===== src/rtl/rf_dump_reader_pkg.sv =====
// Shared definitions for the register-file dump reader: default widths and
// the FSM state encoding.
package rf_dump_reader_pkg;

    localparam int unsigned RF_AW = 5;
    localparam int unsigned RF_DW = 32;

    typedef enum logic [1:0] {
        IDLE = 2'd0,
        LOAD = 2'd1,
        SEND = 2'd2
    } state_t;

    // Next register index; plain AW-bit increment, callers guarantee no wrap.
    function automatic logic [RF_AW-1:0] next_index(input logic [RF_AW-1:0] idx);
        return idx + 1'b1;
    endfunction

endpackage


===== src/rtl/rf_dump_reader_if.sv =====
// Register-file read port plus valid/ready output stream of the dump reader.
// master = dump reader side, slave = register file / downstream consumer side.
interface rf_dump_reader_if #(
    parameter int unsigned AW = rf_dump_reader_pkg::RF_AW,
    parameter int unsigned DW = rf_dump_reader_pkg::RF_DW
);

    logic [AW-1:0] rd_addr;
    logic [DW-1:0] rd_data;
    logic          out_valid;
    logic          out_ready;
    logic [DW-1:0] out_data;
    logic [AW-1:0] out_index;

    modport master (
        output rd_addr,
        input  rd_data,
        output out_valid,
        input  out_ready,
        output out_data,
        output out_index
    );

    modport slave (
        input  rd_addr,
        output rd_data,
        input  out_valid,
        output out_ready,
        input  out_data,
        input  out_index
    );

endinterface


===== src/rtl/rf_dump_reader.sv =====
// Debug read-out engine: walks register indices FIRST_REG..LAST_REG through
// the register-file read port and streams each value out over valid/ready,
// holding the CPU for the whole dump so the snapshot is coherent.
module rf_dump_reader
    import rf_dump_reader_pkg::*;
#(
    parameter int unsigned AW        = RF_AW,
    parameter int unsigned DW        = RF_DW,
    parameter int unsigned FIRST_REG = 0,
    parameter int unsigned LAST_REG  = 31
) (
    input  logic              clk,
    input  logic              reset,
    input  logic              start,
    input  logic              abort,
    rf_dump_reader_if.master  bus,
    output logic              busy,
    output logic              hold_cpu,
    output logic              done
);

    localparam logic [AW-1:0] FIRST_A = AW'(FIRST_REG);
    localparam logic [AW-1:0] LAST_A  = AW'(LAST_REG);

    state_t        r_state;
    state_t        w_state_nxt;

    logic [AW-1:0] r_addr;
    logic          r_valid;
    logic [DW-1:0] r_data;
    logic [AW-1:0] r_index;
    logic          r_done;

    logic [AW-1:0] w_addr_nxt;
    logic          w_valid_nxt;
    logic [DW-1:0] w_data_nxt;
    logic [AW-1:0] w_index_nxt;
    logic          w_done_nxt;

    logic          w_handshake;
    logic          w_at_last;

    assign w_handshake = r_valid & bus.out_ready;
    assign w_at_last   = (r_addr == LAST_A);

    // State register.
    always_ff @(posedge clk or negedge reset) begin
        if (!reset) begin
            r_state <= IDLE;
        end else begin
            r_state <= w_state_nxt;
        end
    end

    // Next-state and datapath next values; abort outranks a same-cycle handshake.
    always_comb begin
        w_state_nxt = r_state;
        w_addr_nxt  = r_addr;
        w_valid_nxt = r_valid;
        w_data_nxt  = r_data;
        w_index_nxt = r_index;
        w_done_nxt  = 1'b0;

        case (r_state)
            IDLE: begin
                if (start && !abort) begin
                    w_addr_nxt  = FIRST_A;
                    w_state_nxt = LOAD;
                end
            end
            LOAD: begin
                if (abort) begin
                    w_addr_nxt  = FIRST_A;
                    w_valid_nxt = 1'b0;
                    w_state_nxt = IDLE;
                end else begin
                    w_data_nxt  = bus.rd_data;
                    w_index_nxt = r_addr;
                    w_valid_nxt = 1'b1;
                    w_state_nxt = SEND;
                end
            end
            SEND: begin
                if (abort) begin
                    w_addr_nxt  = FIRST_A;
                    w_valid_nxt = 1'b0;
                    w_state_nxt = IDLE;
                end else if (w_handshake) begin
                    w_valid_nxt = 1'b0;
                    if (w_at_last) begin
                        w_done_nxt  = 1'b1;
                        w_state_nxt = IDLE;
                    end else begin
                        w_addr_nxt  = next_index(r_addr);
                        w_state_nxt = LOAD;
                    end
                end
            end
            default: begin
                w_addr_nxt  = FIRST_A;
                w_valid_nxt = 1'b0;
                w_state_nxt = IDLE;
            end
        endcase
    end

    // Datapath registers: read address, captured word, and done pulse.
    always_ff @(posedge clk or negedge reset) begin
        if (!reset) begin
            r_addr  <= FIRST_A;
            r_valid <= 1'b0;
            r_data  <= '0;
            r_index <= '0;
            r_done  <= 1'b0;
        end else begin
            r_addr  <= w_addr_nxt;
            r_valid <= w_valid_nxt;
            r_data  <= w_data_nxt;
            r_index <= w_index_nxt;
            r_done  <= w_done_nxt;
        end
    end

    assign bus.rd_addr   = r_addr;
    assign bus.out_valid = r_valid;
    assign bus.out_data  = r_data;
    assign bus.out_index = r_index;

    assign busy     = (r_state != IDLE);
    assign hold_cpu = busy;
    assign done     = r_done;

endmodule


===== src/flat_wrapper.sv =====
// flat-port wrapper written by rule: the top's interface ports become plain ports
module rf_dump_reader_flat import rf_dump_reader_pkg::*;
#(
    parameter int unsigned AW        = RF_AW,
    parameter int unsigned DW        = RF_DW,
    parameter int unsigned FIRST_REG = 0,
    parameter int unsigned LAST_REG  = 31
)
  (clk, reset, start, abort, busy, hold_cpu, done, bus_rd_addr, bus_rd_data, bus_out_valid, bus_out_ready, bus_out_data, bus_out_index);
  rf_dump_reader_if #(.AW(AW), .DW(DW)) bus_i ();
  input  logic clk;
  input  logic reset;
  input  logic start;
  input  logic abort;
  output logic busy;
  output logic hold_cpu;
  output logic done;
  output wire logic [$bits(bus_i.rd_addr)-1:0] bus_rd_addr;
  input wire logic [$bits(bus_i.rd_data)-1:0] bus_rd_data;
  output wire logic [$bits(bus_i.out_valid)-1:0] bus_out_valid;
  input wire logic [$bits(bus_i.out_ready)-1:0] bus_out_ready;
  output wire logic [$bits(bus_i.out_data)-1:0] bus_out_data;
  output wire logic [$bits(bus_i.out_index)-1:0] bus_out_index;
  assign bus_rd_addr = bus_i.rd_addr;
  assign bus_i.rd_data = bus_rd_data;
  assign bus_out_valid = bus_i.out_valid;
  assign bus_i.out_ready = bus_out_ready;
  assign bus_out_data = bus_i.out_data;
  assign bus_out_index = bus_i.out_index;
  rf_dump_reader #(.AW(AW), .DW(DW), .FIRST_REG(FIRST_REG), .LAST_REG(LAST_REG)) u_core (.clk(clk), .reset(reset), .start(start), .abort(abort), .bus(bus_i), .busy(busy), .hold_cpu(hold_cpu), .done(done));
endmodule

===== config.mk =====
export PLATFORM = sky130hd
export DESIGN_NAME = rf_dump_reader_flat
export DESIGN_NICKNAME = d
export VERILOG_FILES = /design/src/rtl/rf_dump_reader_pkg.sv /design/src/rtl/rf_dump_reader_if.sv /design/src/rtl/rf_dump_reader.sv /design/src/flat_wrapper.sv
export SDC_FILE = /design/constraint.sdc
export NUM_CORES = 1
export LEC_CHECK = 0
export CORE_UTILIZATION = 42
export CTS_CLUSTER_DIAMETER = 100
export DETAILED_ROUTE_END_ITERATION = 6
export PLACE_DENSITY = 0.81
export SLEW_MARGIN = 10
export SYNTH_ARGS = -nofsm -noshare
export SYNTH_HDL_FRONTEND = slang
export SYNTH_SLANG_ARGS = --single-unit

===== constraint.sdc =====
create_clock -name clk -period 1.9 [get_ports clk]
set_clock_uncertainty 0.15 [all_clocks]
set_input_delay 0.38 -clock clk [delete_from_list [all_inputs] [get_ports clk]]
set_output_delay 0.38 -clock clk [all_outputs]
set_load 0.01 [all_outputs]

**Word-level counts from Yosys, hierarchy flattened**

Cells that the tools add are included.

- Bits in registers: 46
- Latch bits: 0
- RAM bits: 0
- Bits in read-only memories: 0
- Bits of input ports: 37
- Memories kept: 0

- Add/subtract/negate cells: 1
- Multipliers: 0
- Div/mod/pow operators: 0
- Order comparisons: 0
- Equal/unequal tests: 7
- Shift operators: 0
- Mux-type cells: 20
- Bitwise logic cells: 3
- Reduce and logical (&&, ||, !) cells: 8

Operators by type and width:

| kind | count |
|---|---|
| $mux 5 | 5 |
| $pmux 5 s3 | 1 |
| $mux 1 | 8 |
| $mux 2 | 4 |
| $pmux 2 s3 | 1 |
| $reduce_and 2->1 | 3 |
| $add 5x1->5 const B | 1 |
| $eq 5x5->1 const B | 1 |
| $reduce_and 4->1 | 1 |
| $ne 3x2->1 const B | 1 |
| $ne 3x3->1 const B | 1 |
| $pmux 1 s3 | 1 |
| $eq 2x1->1 const B | 1 |
| $eq 2x2->1 const B | 1 |
| $logic_not 2->1 | 1 |
| $ne 2x1->1 const B | 1 |
| $ne 2x2->1 const B | 1 |
| $not 1->1 | 2 |
| $reduce_bool 2->1 | 1 |
| $and 1x1->1 | 1 |
| $logic_and 1x1->1 | 1 |
| $logic_not 1->1 | 1 |

**Longest topological paths before layout**

Gate-level depths: netlist (run 1).

- Depth after elaboration: 5
- Mapped depth: 7
- Mapped depth without buffers: 7

**Least setup slack after synthesis (run 1)**

No wires, ideal clock.

- Path kind: reg-to-reg
- From: reg u_core.r_addr[0] (netlist: u_core.bus.rd_addr[0])
- To: reg u_core.r_addr[0] (netlist: u_core.bus.rd_addr[0])
- Data arrival time: 1.506 ns
- Data required time: 1.625 ns
- Path slack: 0.119 ns
- Stages on the path, launching flop included: 7
- Period minus slack after synthesis: 1.781 ns
- Cells stage by stage: dfrtp_1 -> ha_1 -> and3_1 -> ha_1 -> nor2_1 -> o21ai_2 -> mux2_2

- Longest elaborated chain between the ends: 5
- Elaborated cells between the ends (all ways): 8

Ends and longest elaborated chain:

| item | RTL line | text |
|---|---|---|
| start, declared | rf_dump_reader.sv:28 | `logic [AW-1:0] r_addr;` |
| start signal, assigned | rf_dump_reader.sv:116 | `r_addr <= w_addr_nxt;` |
| $add 5x1->5 | rf_dump_reader_pkg.sv:16 | `return idx + 1'b1;` |
| $mux 5 | rf_dump_reader.sv:90 | `if (w_at_last) begin` |
| $mux 5 | rf_dump_reader.sv:88 | `end else if (w_handshake) begin` |
| $mux 5 | rf_dump_reader.sv:84 | `if (abort) begin` |
| $pmux 5 s3 | rf_dump_reader.sv:64 | `case (r_state)` |

Parallel ways exist; a longest one is shown, timed or not. The select of a mux whose other input is x is not followed.
A chain may end at the register's enable or synchronous reset.

**Worst setup path after layout (run 1)**

- From: reg u_core.r_addr[1] (netlist: u_core.bus.rd_addr[1])
- To: out bus_rd_addr[1]

RTL lines:

| item | RTL line | text |
|---|---|---|
| end, declared | flat_wrapper.sv:18 | `output wire logic [$bits(bus_i.rd_addr)-1:0] bus_rd_addr;` |

No word-level cell between the ends.

==> results of run 1 <==
[critical path: cells and delay by family (launching register included)]
| family | cells | cell delay [ns] |
|---|---|---|
| flops | 1 | 0.36 |
| buf+inv | 2 | 0.67 |
[worst paths after layout]
check / to / start / depth (start not counted)
hold reg to reg: u_core.bus.out_index[1] / u_core.bus.out_index[1] / 1
max in group asynchronous: u_core.bus.out_data[4] / reset / 3
hold / removal: u_core.bus.out_index[1] / u_core.bus.out_index[1] / 1
setup reg to reg: u_core.bus.rd_addr[2] / u_core.bus.rd_addr[0] / 7
min in group asynchronous: u_core.bus.out_index[3] / reset / 2
setup / recovery: bus_rd_addr[1] / u_core.bus.rd_addr[1] / 2
[routing by layer]
layer  wire length, µm  part of all wire [%]  global-route usage (%)
met4                46                   1.1                    5.44
met5                 0                     0                       0
met2              1980                    48                    29.9
met3               277                   6.7                    4.36
met1              1830                    44                    22.9
[per-stage QoR]
stage / area [µm²] / hold WS (ns)
2_1_floorplan: 1910 / -0.0656
3_3_place_gp: 2820 / 0.171
3_5_place_dp: 2820 / 0.176
4_1_cts: 2920 / 0.362
5_1_grt: 2930 / 0.372
6_report: 2930 / 0.356
[cell type report]
class,count,area [µm²]
Clock buffer,5,68.8
Clock inverter,2,10.0
Fill cell,317,1420
Inverter,4,15.0
Multi-Input combinational cell,71,696
Sequential cell,46,1150
Tap cell,52,65.1
Timing Repair Buffer,93,926
[sequential cells by signal, summed over array words and instances, names as in the netlist]
register / flops
u_core.done: 1
u_core.bus.out_index: 5
u_core.bus.out_data: 32
u_core.bus.rd_addr: 5
u_core.r_state: 2
u_core.bus.out_valid: 1
[synth_stat cells]
cell / count
a21boi_0: 1
a21oi_1: 1
a21oi_2: 1
a22o_1: 2
a2bb2oi_1: 1
a31oi_1: 1
and3_1: 1
buf_2: 2
buf_4: 2
buf_6: 4
dfrtp_1: 46
ha_1: 2
inv_1: 4
mux2_2: 38
mux2i_1: 2
nand2_1: 1
nand2b_1: 3
nand3b_1: 1
nand4b_1: 1
nor2_1: 2
nor3_1: 3
nor3_2: 1
nor3b_1: 1
nor3b_2: 1
nor4_1: 1
o21a_1: 1
o21ai_0: 2
o21ai_2: 1
or3b_4: 1
or4b_2: 1
[logic make-up after synthesis]
logic type,count (synthesis),synth area share [%]
DFF,46,60.1
and+or+nand+nor,18,6.54
adders and majority gates,2,1.31
AOI/OAI and AO/OA,11,4.18
buffers and inverters,12,4.44
muxes,40,23.4
[where the power goes]
group / switching (W) / internal (W) / total (W)
registers: 0.000129 / 0.00122 / 0.00135
logic: 0.000371 / 0.000688 / 0.00106
clock network: 0.000284 / 0.000247 / 0.000531
total: 0.000784 / 0.00215 / 0.00294
[timing repair]
item,4_1_cts,5_1_grt
gates resized for setup,4,4
endpoints found under the setup margin,2,3
hold buffers,1,0
pin swaps,0,1
setup buffers,1,0
endpoints found under the hold margin,15,0
==> results.cfg, run 1 <==
[setup_path]
end_kind = primary output
path_cells = buf_4, clkdlybuf4s50_1
critPathMaxStageDelay_ns = 0.53
crit_required_ns = 1.37
worstPathArrival_ns = 1.30
critPathMaxFanout = 4
crit_type = reg -> out
start_kind = register
worst_path_max_delay_cell = clkdlybuf4s50_1
reg2reg_slack_ns = 0.11

[floorplan]
start_util_pct = 44.0
core_um2 = 4350
die_area_um2 = 4830
num_rows = 24
die_h_um = 69.5
ioPinCount = 83
die_x_um = 69.5

[pwr]
power.total_w = 0.00294
p_leak_nw = 1.26
power_density_nw_per_um2 = 1000
ir_drop_v = 0.000445

[final_layout]
drive_gt1_share_pct = 30.3
antennaDiodeCount = 0
fin_util_pct = 67.4
layout_common_cells = clkdlybuf4s50_1 (78), dfrtp_1 (44), mux2_2 (38)
area_delta_synth_final_pct = 53.3
final_cells = 273
layout_commonest_cell = clkdlybuf4s50_1
fin_nets = 260

[cts]
insertion_delay_ns = 0.28
clkSinkCount = 46
clkTransAtPathRegs_ns = 0.08
cts-htree-levels = 2
cts_buffers = 5
cts-root-buf = clkbuf_8
cts_tree = yes
clk_path_buf_depth = 2

[logic_synthesis]
synth_cell_types = 30
yosysWarnings = 0
synthesis.nets = 168
synthCells = 129
synth_top_cell_by_area = dfrtp_1
synth_area_leaders = dfrtp_1 (60%), mux2_2 (22%), buf_6 (2.4%)
synth_seq_cells = 46
ys_seq_area_share_pct = 60.1
yosysTopAreaCellShare_pct = 60.1
synth_area_um2 = 1910
avgSynthCellArea_um2 = 14.8

[grt]
grt_pass1_wl_um = 6780
grt_max_degree = 32
grt_antenna_before_repair = 0
grt_remaining_overflow = 0
grtUsageTotal_pct = 17.8
grt_pass1_vias = 1356

[timing]
fin_setup_tns_ns = 0
layout_worst_path_cycle_share_pct = 96.5
fmaxAchievable_mhz = 546
maxSlewHeadroom_pct = 73.3
rsz0062_at_grt = false
worst_slack_ns = 0.0671
final.min_clock_period_ns = 1.83
tightest_slew_ns = 0.401
setup_viol = 0
hold_viol = 0
drv_slew = 0

[detailed_routing]
wirelength_um = 4130
drc = 0
via_per_inst = 4.96
antenna_left = 0
post_drt_wl_per_cell_um = 15.1
vias = 1353
firstDrtPassIters = 4
drt-initial-drc-count = 37

[run]
maxCapViolCount = 0

[placement]
place.detailed.hpwl_um = 3190
dp_worst_setup_slack_ns = -0.169
portBuffers = 82
place_congestion = 0.746
dp.cells = 264

[min_path]
hold_class = reg -> reg

[outcome]
status = finished, final reports clean
No activity file was read; power rests on OpenSTA's default activity.
==> inputs of run 2 (changes only) <==
--- a/config.mk
+++ b/config.mk
@@ -5,8 +5,8 @@
 export SDC_FILE = /design/constraint.sdc
 export NUM_CORES = 1
 export LEC_CHECK = 0
+export CORE_MARGIN = 5
 export CORE_UTILIZATION = 42
-export CTS_CLUSTER_DIAMETER = 100
 export DETAILED_ROUTE_END_ITERATION = 6
 export PLACE_DENSITY = 0.81
 export SLEW_MARGIN = 10
==> results.cfg, run 2 (same netlist as run 1, synthesis figures left out) <==
[outcome]
status = finished, final reports clean

[final_layout]
nFillCells = 315
area_delta_synth_final_pct = 56.2
layout_common_cells = clkdlybuf4s50_1 (77), dfrtp_1 (43), mux2_2 (38)
fin_nets = 261
drive_gt1_share_pct = 30.9
antennaDiodeCount = 0
layout_commonest_cell = clkdlybuf4s50_1
final_cells = 275
stdcell_area_um2 = 2990
largest_reg_flops = 32

[cts]
clkSinkCount = 46
cts_buffers = 5
cts-htree-levels = 2
insertion_delay_ns = 0.29
clk_path_buf_depth = 2
cts_tree = yes
cts-root-buf = clkbuf_8
clkTransAtPathRegs_ns = 0.08

[detailed_routing]
via_per_inst = 4.99
wirelength_um = 4650
drt-initial-drc-count = 36
firstDrtPassIters = 4
antenna_left = 0
post_drt_wl_per_cell_um = 16.9
vias = 1371
drc = 0

[timing]
final.min_clock_period_ns = 1.85
worst_slack_ns = 0.0518
fin_setup_tns_ns = 0
drv_slew = 0
maxSlewHeadroom_pct = 67.7
setup_viol = 0
hold_viol = 0
tightest_slew_ns = 0.484
layout_worst_path_cycle_share_pct = 97.3
fmaxAchievable_mhz = 541

[floorplan]
num_rows = 24
die_x_um = 77.5
die_area_um2 = 6010
ioPinCount = 83
die_h_um = 77.5
core_um2 = 4380
start_util_pct = 43.7

[pwr]
p_seq_share_pct = 43.2
power.total_w = 0.00311
switching_share_pct = 26.0
p_sw_w = 0.000810
power_density_nw_per_um2 = 1040
p_int_w = 0.00230
power_frac_comb_pct = 34.5
ir_drop_v = 0.000532
power.share.clock_pct = 22.4
p_leak_nw = 1.30

[setup_path]
critPathTopFamily = buffers and inverters
path_cells = clkdlybuf4s50_1
worst_path_max_delay_cell = clkdlybuf4s50_1
crit_required_ns = 1.37
start_kind = register
critPathMaxStageDelay_ns = 0.58
crit_type = reg -> out
worst-path-buf-inv = 1
worstPathArrival_ns = 1.32
end_kind = primary output
critPathMaxFanout = 7

[grt]
grt_pass1_vias = 1482
grtUsageTotal_pct = 16.1
grt_antenna_before_repair = 0
grt_remaining_overflow = 0
grt_max_degree = 27
grt_pass1_wl_um = 7770

[min_path]
hold_class = reg -> reg

[placement]
portBuffers = 82
place_congestion = 0.867
dpl_cell_area_um2 = 2840
place.detailed.hpwl_um = 3530
dp.cells = 264
dp_worst_setup_slack_ns = -0.161

[run]
maxCapViolCount = 0
[run 2: changes by cell type in the layout (fill, tap and decap cells not counted)]
cell,change
clkbuf_1,+2
clkinv_2,-2
a21boi_0,-1
a21boi_1,+1
buf_12,+1
bufinv_16,+1
clkdlybuf4s50_1,-1
dfrtp_1,-1
dfrtp_2,+1
dlymetal6s2s_1,+1
nor3_1,-1
nor3_2,+1
[run 2: what timing repair did]
item / CTS / global route
gates resized for setup: 6 / 6
setup buffers: 2 / 0
hold endpoints to repair: 20 / 0
hold buffers: 1 / 0
setup endpoints to repair: 3 / 5
pin swaps: 0 / 0
[run 2: worst paths after layout]
check                                        start                 endpoint  slack [ns]  cells past startpoint
min                        u_core.bus.out_data[14]  u_core.bus.out_data[14]        0.36                      1
min in group asynchronous                    reset  u_core.bus.out_data[13]        0.43                      2
max reg2reg                  u_core.bus.rd_addr[0]    u_core.bus.rd_addr[2]        0.09                      6
max in group asynchronous                    reset        u_core.r_state[0]        0.65                      3
max                          u_core.bus.rd_addr[2]           bus_rd_addr[2]        0.05                      1
min reg2reg                u_core.bus.out_data[14]  u_core.bus.out_data[14]        0.36                      1
[run 2: final cells by class]
| class | instances | area [µm²] | area share, % |
|---|---|---|---|
| clock inverters | 1 | 30.0 | 1.00 |
| well taps | 52 | 65.1 | 2.18 |
| multi-input cells | 71 | 701 | 23.4 |
| clock buffers | 7 | 76.3 | 2.55 |
| repair buffers | 94 | 948 | 31.7 |
| inverters | 4 | 15.0 | 0.502 |
| flip-flops and latches | 46 | 1150 | 38.6 |
[run 2: routing by layer]
| metal | track usage (%) | wire length, µm | share of wire [%] | up-vias |
|---|---|---|---|---|
| met3 | 6.48 | 355 | 7.6 | 7 |
| met1 | 20.3 | 1940 | 42 | 659 |
| li1 | - | - | - | 646 |
| met4 | 6.01 | 92 | 2.0 | 0 |
| met2 | 25.1 | 2270 | 49 | 59 |
| met5 | 0 | 0 | 0 | - |
[run 2: per-stage QoR]
stage | hold slack [ns] | util (%)
after floorplan | -0.0656 | -
after global placement | 0.202 | 64.7
after detailed placement | 0.221 | 64.7
after CTS | 0.363 | 67.8
after global routing | 0.372 | 68.2
final | 0.358 | 68.2
[run 2: power by group through the flow]
| stage | registers (W) | clock network, W | logic [W] |
|---|---|---|---|
| finish | 0.00134 | 0.000696 | 0.00107 |
| global route | 0.00138 | 0.000764 | 0.00114 |
| CTS | 0.00135 | 0.000718 | 0.00109 |
| detailed placement | 0.00137 | 0 | 0.00108 |
| global placement | 0.00135 | 0 | 0.00106 |
| floorplan | 0.00147 | 0 | 0.000301 |
